<file path="config.mk">
export PLATFORM = sky130hd
export DESIGN_NAME = ext_pipe
export DESIGN_NICKNAME = d
export VERILOG_FILES = /design/src/rtl/ext_pipe.sv
export SDC_FILE = /design/constraint.sdc
export NUM_CORES = 1
export LEC_CHECK = 0
export ABC_AREA = 1
export CAP_MARGIN = 10
export CORE_MARGIN = 3
export CORE_UTILIZATION = 30
export CTS_BUF_LIST = sky130_fd_sc_hd__clkbuf_8 sky130_fd_sc_hd__clkbuf_16
export DETAILED_ROUTE_END_ITERATION = 12
export HOLD_SLACK_MARGIN = 0.06
export MAX_ROUTING_LAYER = met4
export SYNTH_ARGS = -nofsm -noshare
export SYNTH_HDL_FRONTEND = slang
export SYNTH_SLANG_ARGS = --single-unit
</file>
<file path="constraint.sdc">
create_clock -name Clk -period 1.38 [get_ports Clk]
set_clock_uncertainty 0.05 [all_clocks]
set_input_delay 0.207 -clock Clk [delete_from_list [all_inputs] [get_ports Clk]]
set_output_delay 0.207 -clock Clk [all_outputs]
set_load 0.1 [all_outputs]
</file>
<file path="src/rtl/ext_pipe.sv">
// Registered, flow-controlled width extender: extends IN_W-bit operands to OUT_W bits
// by per-transaction mode, buffers results in a 2-entry skid FIFO and counts deliveries.
module ext_pipe #(
    parameter int IN_W  = 2,
    parameter int OUT_W = 8,
    parameter int CNT_W = 8
) (
    input  logic             Clk,
    input  logic             Clear,
    input  logic             in_valid,
    output logic             in_ready,
    input  logic [IN_W-1:0]  in_data,
    input  logic [1:0]       in_mode,
    output logic             out_valid,
    input  logic             out_ready,
    output logic [OUT_W-1:0] out_data,
    output logic [CNT_W-1:0] count
);

    localparam int EXT_W = OUT_W - IN_W;

    function automatic logic [OUT_W-1:0] extend(input logic [IN_W-1:0] d, input logic [1:0] m);
        logic [OUT_W-1:0] sx;
        sx = {{EXT_W{d[IN_W-1]}}, d};
        case (m)
            2'd0:    extend = {{EXT_W{1'b0}}, d};
            2'd1:    extend = sx;
            2'd2:    extend = ~sx + OUT_W'(1);
            2'd3:    extend = {{EXT_W{1'b1}}, d};
            default: extend = {OUT_W{1'b0}};
        endcase
    endfunction

    logic [1:0]       occ_q, occ_d;
    logic [OUT_W-1:0] head_q, head_d;
    logic [OUT_W-1:0] tail_q, tail_d;
    logic [CNT_W-1:0] cnt_q, cnt_d;
    logic             valid_q, valid_d;
    logic             full_q, full_d;
    logic             push_s, pop_s;
    logic [OUT_W-1:0] res_s;

    assign in_ready  = !full_q && !Clear;
    assign out_valid = valid_q;
    assign out_data  = head_q;
    assign count     = cnt_q;

    assign push_s = in_valid && in_ready;
    assign pop_s  = valid_q && out_ready;
    assign res_s  = extend(in_data, in_mode);

    // Next-state for the FIFO; the head register doubles as the output register
    always_comb begin
        occ_d  = occ_q;
        head_d = head_q;
        tail_d = tail_q;
        cnt_d  = cnt_q;
        if (pop_s) begin
            cnt_d = cnt_q + CNT_W'(1);
        end else begin
            cnt_d = cnt_q;
        end
        case ({push_s, pop_s})
            2'b10: begin
                if (occ_q == 2'd0) begin
                    head_d = res_s;
                    occ_d  = 2'd1;
                end else begin
                    tail_d = res_s;
                    occ_d  = 2'd2;
                end
            end
            2'b01: begin
                // Popping the last entry leaves head untouched so out_data keeps the last result
                if (occ_q == 2'd2) begin
                    head_d = tail_q;
                    occ_d  = 2'd1;
                end else begin
                    occ_d  = 2'd0;
                end
            end
            2'b11: begin
                head_d = res_s;
                occ_d  = occ_q;
            end
            default: begin
                occ_d = occ_q;
            end
        endcase
        valid_d = (occ_d != 2'd0);
        full_d  = (occ_d == 2'd2);
    end

    // State registers with asynchronous clear
    always_ff @(posedge Clk or posedge Clear) begin
        if (Clear) begin
            occ_q   <= 2'd0;
            head_q  <= {OUT_W{1'b0}};
            tail_q  <= {OUT_W{1'b0}};
            cnt_q   <= {CNT_W{1'b0}};
            valid_q <= 1'b0;
            full_q  <= 1'b0;
        end else begin
            occ_q   <= occ_d;
            head_q  <= head_d;
            tail_q  <= tail_d;
            cnt_q   <= cnt_d;
            valid_q <= valid_d;
            full_q  <= full_d;
        end
    end

endmodule

</file>
Yosys cells after proc, flatten, opt, wreduce, memory -nomap -nowiden --
Cells that the tools add are included.
Word-level totals: input bits 8, output and inout bits 18, register bits 28, logic and storage cells 38
Cells by class: reductions and logical operators 11, mux-type cells 7, eq/ne operators 10, bitwise logic cells 2, $add $sub $neg 2
Operators with widths (count):
- 8-bit case mux with 4 select lines | 1
- 8-bit case mux with 3 select lines | 1
- 8-bit by 1-bit adder with 8-bit output (second input constant) | 2
- 8-bit two-way mux | 2
- 2-bit equality test (second input constant) | 6
- 8-bit inverter | 1
- 2-bit by 1-bit equality test with 1-bit output (second input constant) | 2
- 2-bit zero test | 2
- 2-bit inequality test (second input constant) | 2
- 2-bit case mux with 2 select lines | 1
- 1-bit logical AND | 3
- 3-bit AND reduction | 1
- 3-bit nonzero test | 1
- 1-bit zero test | 2
- 2-bit two-way mux | 1
- 2-bit AND reduction | 1
- 2-bit nonzero test | 1
- 1-bit two-way mux | 1
- 1-bit inverter | 1

Longest topological paths before layout --
word-level depth 6, mapped depth 9, mapped depth without buffers 9

Worst setup path before layout --
No wires, ideal clock.
path kind register to register, start reg full_q, end reg head_q[0] (netlist: out_data[0]), cell stages (with the launch flop) 7, library setup time 0.125 ns, setup slack -1.437 ns, clock period less this slack 2.817 ns, arrival 2.643 ns, cells stage by stage dfrtp_1 > nor2_1 > nand2_1 > ha_1 > or2_2 > o21ai_0 > o21ai_1
On the way: longest elaborated chain between the ends 6
Ends and longest elaborated chain:
- start, declared | RTL line 39 | logic full_q, full_d;
- start signal, assigned | RTL line 109 | full_q <= full_d;
- 1-bit zero test * | RTL line 43 | assign in_ready = !full_q && !Clear;
- 1-bit logical AND * | RTL line 43
- net in_ready | RTL line 11 | output logic in_ready,
- 1-bit logical AND * | RTL line 48 | assign push_s = in_valid && in_ready;
- 2-bit by 1-bit equality test with 1-bit output or 2-bit equality test (tied branches) | RTL line 63 | case ({push_s, pop_s})
- 2-bit inequality test (no line) or 3-bit nonzero test (tied branches)
- 3-bit AND reduction (no line)
- end signal, assigned | RTL line 98 | head_q <= {OUT_W{1'b0}};
- end, declared | RTL line 35 | logic [OUT_W-1:0] head_q, head_d;
The timed path passes the listed nets; every way through them passes the cells marked *. A chain may end at the register's enable or synchronous reset.

Final worst setup path --
start reg full_q, end out in_ready
On the way: longest elaborated chain between the ends 2
Ends and longest elaborated chain (RTL line):
- 1-bit zero test | 43
- 1-bit logical AND | 43
- end, declared | 11
Every way passes these cells.

==> run summary <==
The flow ran to the end, and the final reports show no timing, DRC or antenna violations. The number of pins exceeding their max-slew limit in the final report is 0. The number of global-route vias before repair is 795.

The overall via count from detail_route came out at 873. The transition at the pin with the smallest max-transition slack is approximately 0.31 ns. Relative to the synthesized area, the layout overhead comes to 69.7%. The cell total after placement is ~200.

The average cell area after synthesis came out at just under 8 um^2. The setup TNS came out at 0 ns. Sorting the synthesized cells by how often they occur yields nand2_1 (50), inv_1 (19), dfrtp_1 (18). The final routed wirelength across all metal layers came out at approximately 2100 um. The startpoint of the worst setup timing path is full_q. The fraction of synthesized cell area taken by the top area cell type is between 40% and 50%.

The global-route wire length before repair came out at around 3400 um. The first-pass iteration count of the detailed router is 4. The final estimated routing congestion in global placement came out at a little over 0.8. The largest individual stage delay along the critical path comes from the cell dfrtp_1. The chip width is about 64 um.

The core area is 3130 um^2. The type of the worst setup path is reg2out. The flip-flop and latch count after synthesis is 18. The detail-routed via count per cell came out at 4.22. The cell count of the worst hold path is 4. The share of flip-flops with an asynchronous set or reset after synthesis is 100%.

Of the cells placed in the final design, the portion with a size suffix greater than 1 is 36.8%. The delay contributed by the slowest stage of the critical path is between 0.3 and 0.4 ns. The post-detailed-route wirelength per cell came out at slightly above 10 um. Among all flip-flop cells after synthesis, the most frequent one is dfrtp_1. The post-layout net count came out at approximately 180. The die footprint is between 4000 and 5000 um^2. The sequential-to-total area share from yosys stat came out at 45.1%. TritonCTS built the clock tree.

The gate family responsible for the most delay along the worst path is flip-flops. The clock transition at the registers of the reported paths is 0.07 ns. The headroom to the max-slew limit is roughly four fifths. The number of cells on the worst reg-to-reg path came out at 7. The maximum clock insertion buffer count is 2. The initial antenna violation count is 0. The signal on the critical path passes through nor2_4 > buf_4 > buf_12. Counting every sink on the clock net gives 18.

STA puts the critical path data arrival time at about 1.1 ns. The total of warnings raised by yosys is 0. The clock latency of the later-clocked register in the worst-skew pair came out at 0.25 ns. The path class of the tightest hold or removal check is in2reg. The total global-route track usage is 11.0%. The remaining antenna violation count after routing is 0.

The filler cell count is approximately 270. The number of different library cells used by synthesis comes to 19. STA classifies the critical path endpoint as an output pin.

The post-synthesis instance total came out at 128. The share of the clock period used by the worst path after layout is 95.4%. The beginning of the worst register-to-register path is full_q.

The final setup violation count came out at 0. The floorplan step set the die height to about 64 um. For the worst setup path, the data required time is 1.12 ns.

CTS placed an instance of clkbuf_8 at the clock tree root. The worst register-to-register path ends at full_q. The number of failing hold endpoints at the final stage is 0.

The number of violations of the max-capacitance limit is 0. The half-perimeter wire length of the detailed placement result came out at 1620 um. The number of nets handed over by synthesis was 141. The buffer and inverter count on the worst path came out at 2. The setup check on the worst reg-to-reg path leaves a slack of 0.06 ns. The worst hold path terminates at count[3]. The number of port buffers came out at 25. The startpoint identified for the worst hold timing path is out_ready. In the post-route analysis, the smallest setup slack over all paths is around 0.063 ns. STA classifies the critical path startpoint as a flop.

The top achievable clock speed came out at approximately 760 MHz. The most common cell in the netlist is nand2_1. For this run, design rule violations remaining after detail routing come to 0.

The I/O pin total came out at 26. The clock buffer count from CTS came out at 3. 0 antenna diodes ended up in the layout. Setup repair after global routing could not meet its margin everywhere. After synthesis, the cell types taking the most area are dfrtp_1 (45%), nand2_1 (19%), inv_1 (7.1%). The cell area after synthesis came out at between 900 and 1000 um^2. The final standard cell count with taps included and fillers excluded came out at between 200 and 250. Entering global routing, the biggest net connects 19 pins. The count of routing violations after the opening detailed-route iteration came out at 26. After floorplanning, the core was divided into 20 placement rows.

The final critical-path required period came out at around 1.3 ns. The initial standard-cell utilization of the core is between 30% and 40%. Timing analysis after detailed placement gives a worst setup slack of -0.273 ns.

The aggregate global routing overflow came out at 0. The number of enable-type register cells in the synthesized netlist came out at 0. The peak fanout along the critical path is 2. The library cell with the largest summed area after synthesis is dfrtp_1. The number of H-tree branching levels came out at 1.
flip-flops by register name, indices dropped and copies added, names as in the netlist:
signal / count
count: 8
full_q: 1
occ_q: 2
out_data: 3
out_valid: 1
tail_q: 3
repair_timing:
action,in CTS,in global routing
setup endpoints to repair,3,10
pin swaps,1,3
gates resized for setup,0,13
setup buffers,0,1
hold buffers,0,1
gates cloned,0,0
hold endpoints to repair,0,18
cells by family (layout without fill, tap and decap cells):
family | after synthesis | after routing | synth area share [%]
compound gates | 5 | 5 | 3.63
xor+xnor | 3 | 3 | 2.63
fa+ha+maj | 5 | 5 | 6.26
buf+inv | 25 | 60 | 11.3
flops | 18 | 18 | 45.1
simple gates | 72 | 72 | 31.2
worst register-to-register path: cells and delay by family, from the launching register on:
| kind | cells | cell delay (ns) |
|---|---|---|
| DFF | 1 | 0.39 |
| adders and majority gates | 1 | 0.28 |
| and+or+nand+nor | 5 | 0.49 |
| buffers and inverters | 1 | 0.04 |
stage by stage:
| step | hold WS [ns] | instance area [um^2] | util (%) |
|---|---|---|---|
| 5_1_grt | 0.426 | 1700 | 54.2 |
| 3_3_place_gp | 0.420 | 1570 | 50.3 |
| 6_report | 0.401 | 1700 | 54.2 |
| 3_5_place_dp | 0.432 | 1570 | 50.3 |
| 4_1_cts | 0.322 | 1630 | 52.0 |
| 2_1_floorplan | 0.0951 | 1060 | - |
final cells by class:
class / instances / area (um^2) / share of cell area (%)
Clock buffer: 4 / 55.1 / 3.24
Inverter: 20 / 77.6 / 4.57
Multi-Input combinational cell: 85 / 522 / 30.8
Sequential cell: 18 / 467 / 27.5
Tap cell: 44 / 55.1 / 3.24
Timing Repair Buffer: 36 / 520 / 30.7
layer usage:
metal	GRT usage, %	vias to the layer above	routed length [um]
li1	-	453	-
met1	12.3	399	933
met2	18.6	17	1070
met3	2.14	4	54
met4	5.66	0	43
met5	-	-	0
how the worst max path moves through the flow:
stage / endpoint / slack, ns / cells past startpoint
after CTS: out_data[0] / -0.006 / 9
after global placement: out_data[0] / -0.25 / 9
after detailed placement: out_data[0] / -0.27 / 9
after floorplan: out_data[0] / -0.42 / 6
final: in_ready / 0.06 / 3
after global routing: full_q / -0.02 / 7
placed cells by master (no fill, tap or decap), types with 2 or more instances in the layout:
cell and count:
xor2_1 2, inv_2 3, nand2_4 2, nand2_1 47, o21ai_1 3, ha_1 3
buf_4 10, clkbuf_8 4, nor2_1 4, dlymetal6s2s_1 2, nand3b_1 2, nand2_2 2
nor2_2 2, clkdlybuf4s50_1 5, dfrtp_4 2, ha_4 2, buf_12 18, o21ai_4 2
nand3_1 8, inv_1 16, dfrtp_2 7, dfrtp_1 9
Power is not shown: default switching activity piles up to over one toggle a cycle in this logic, so the estimate is an artifact.
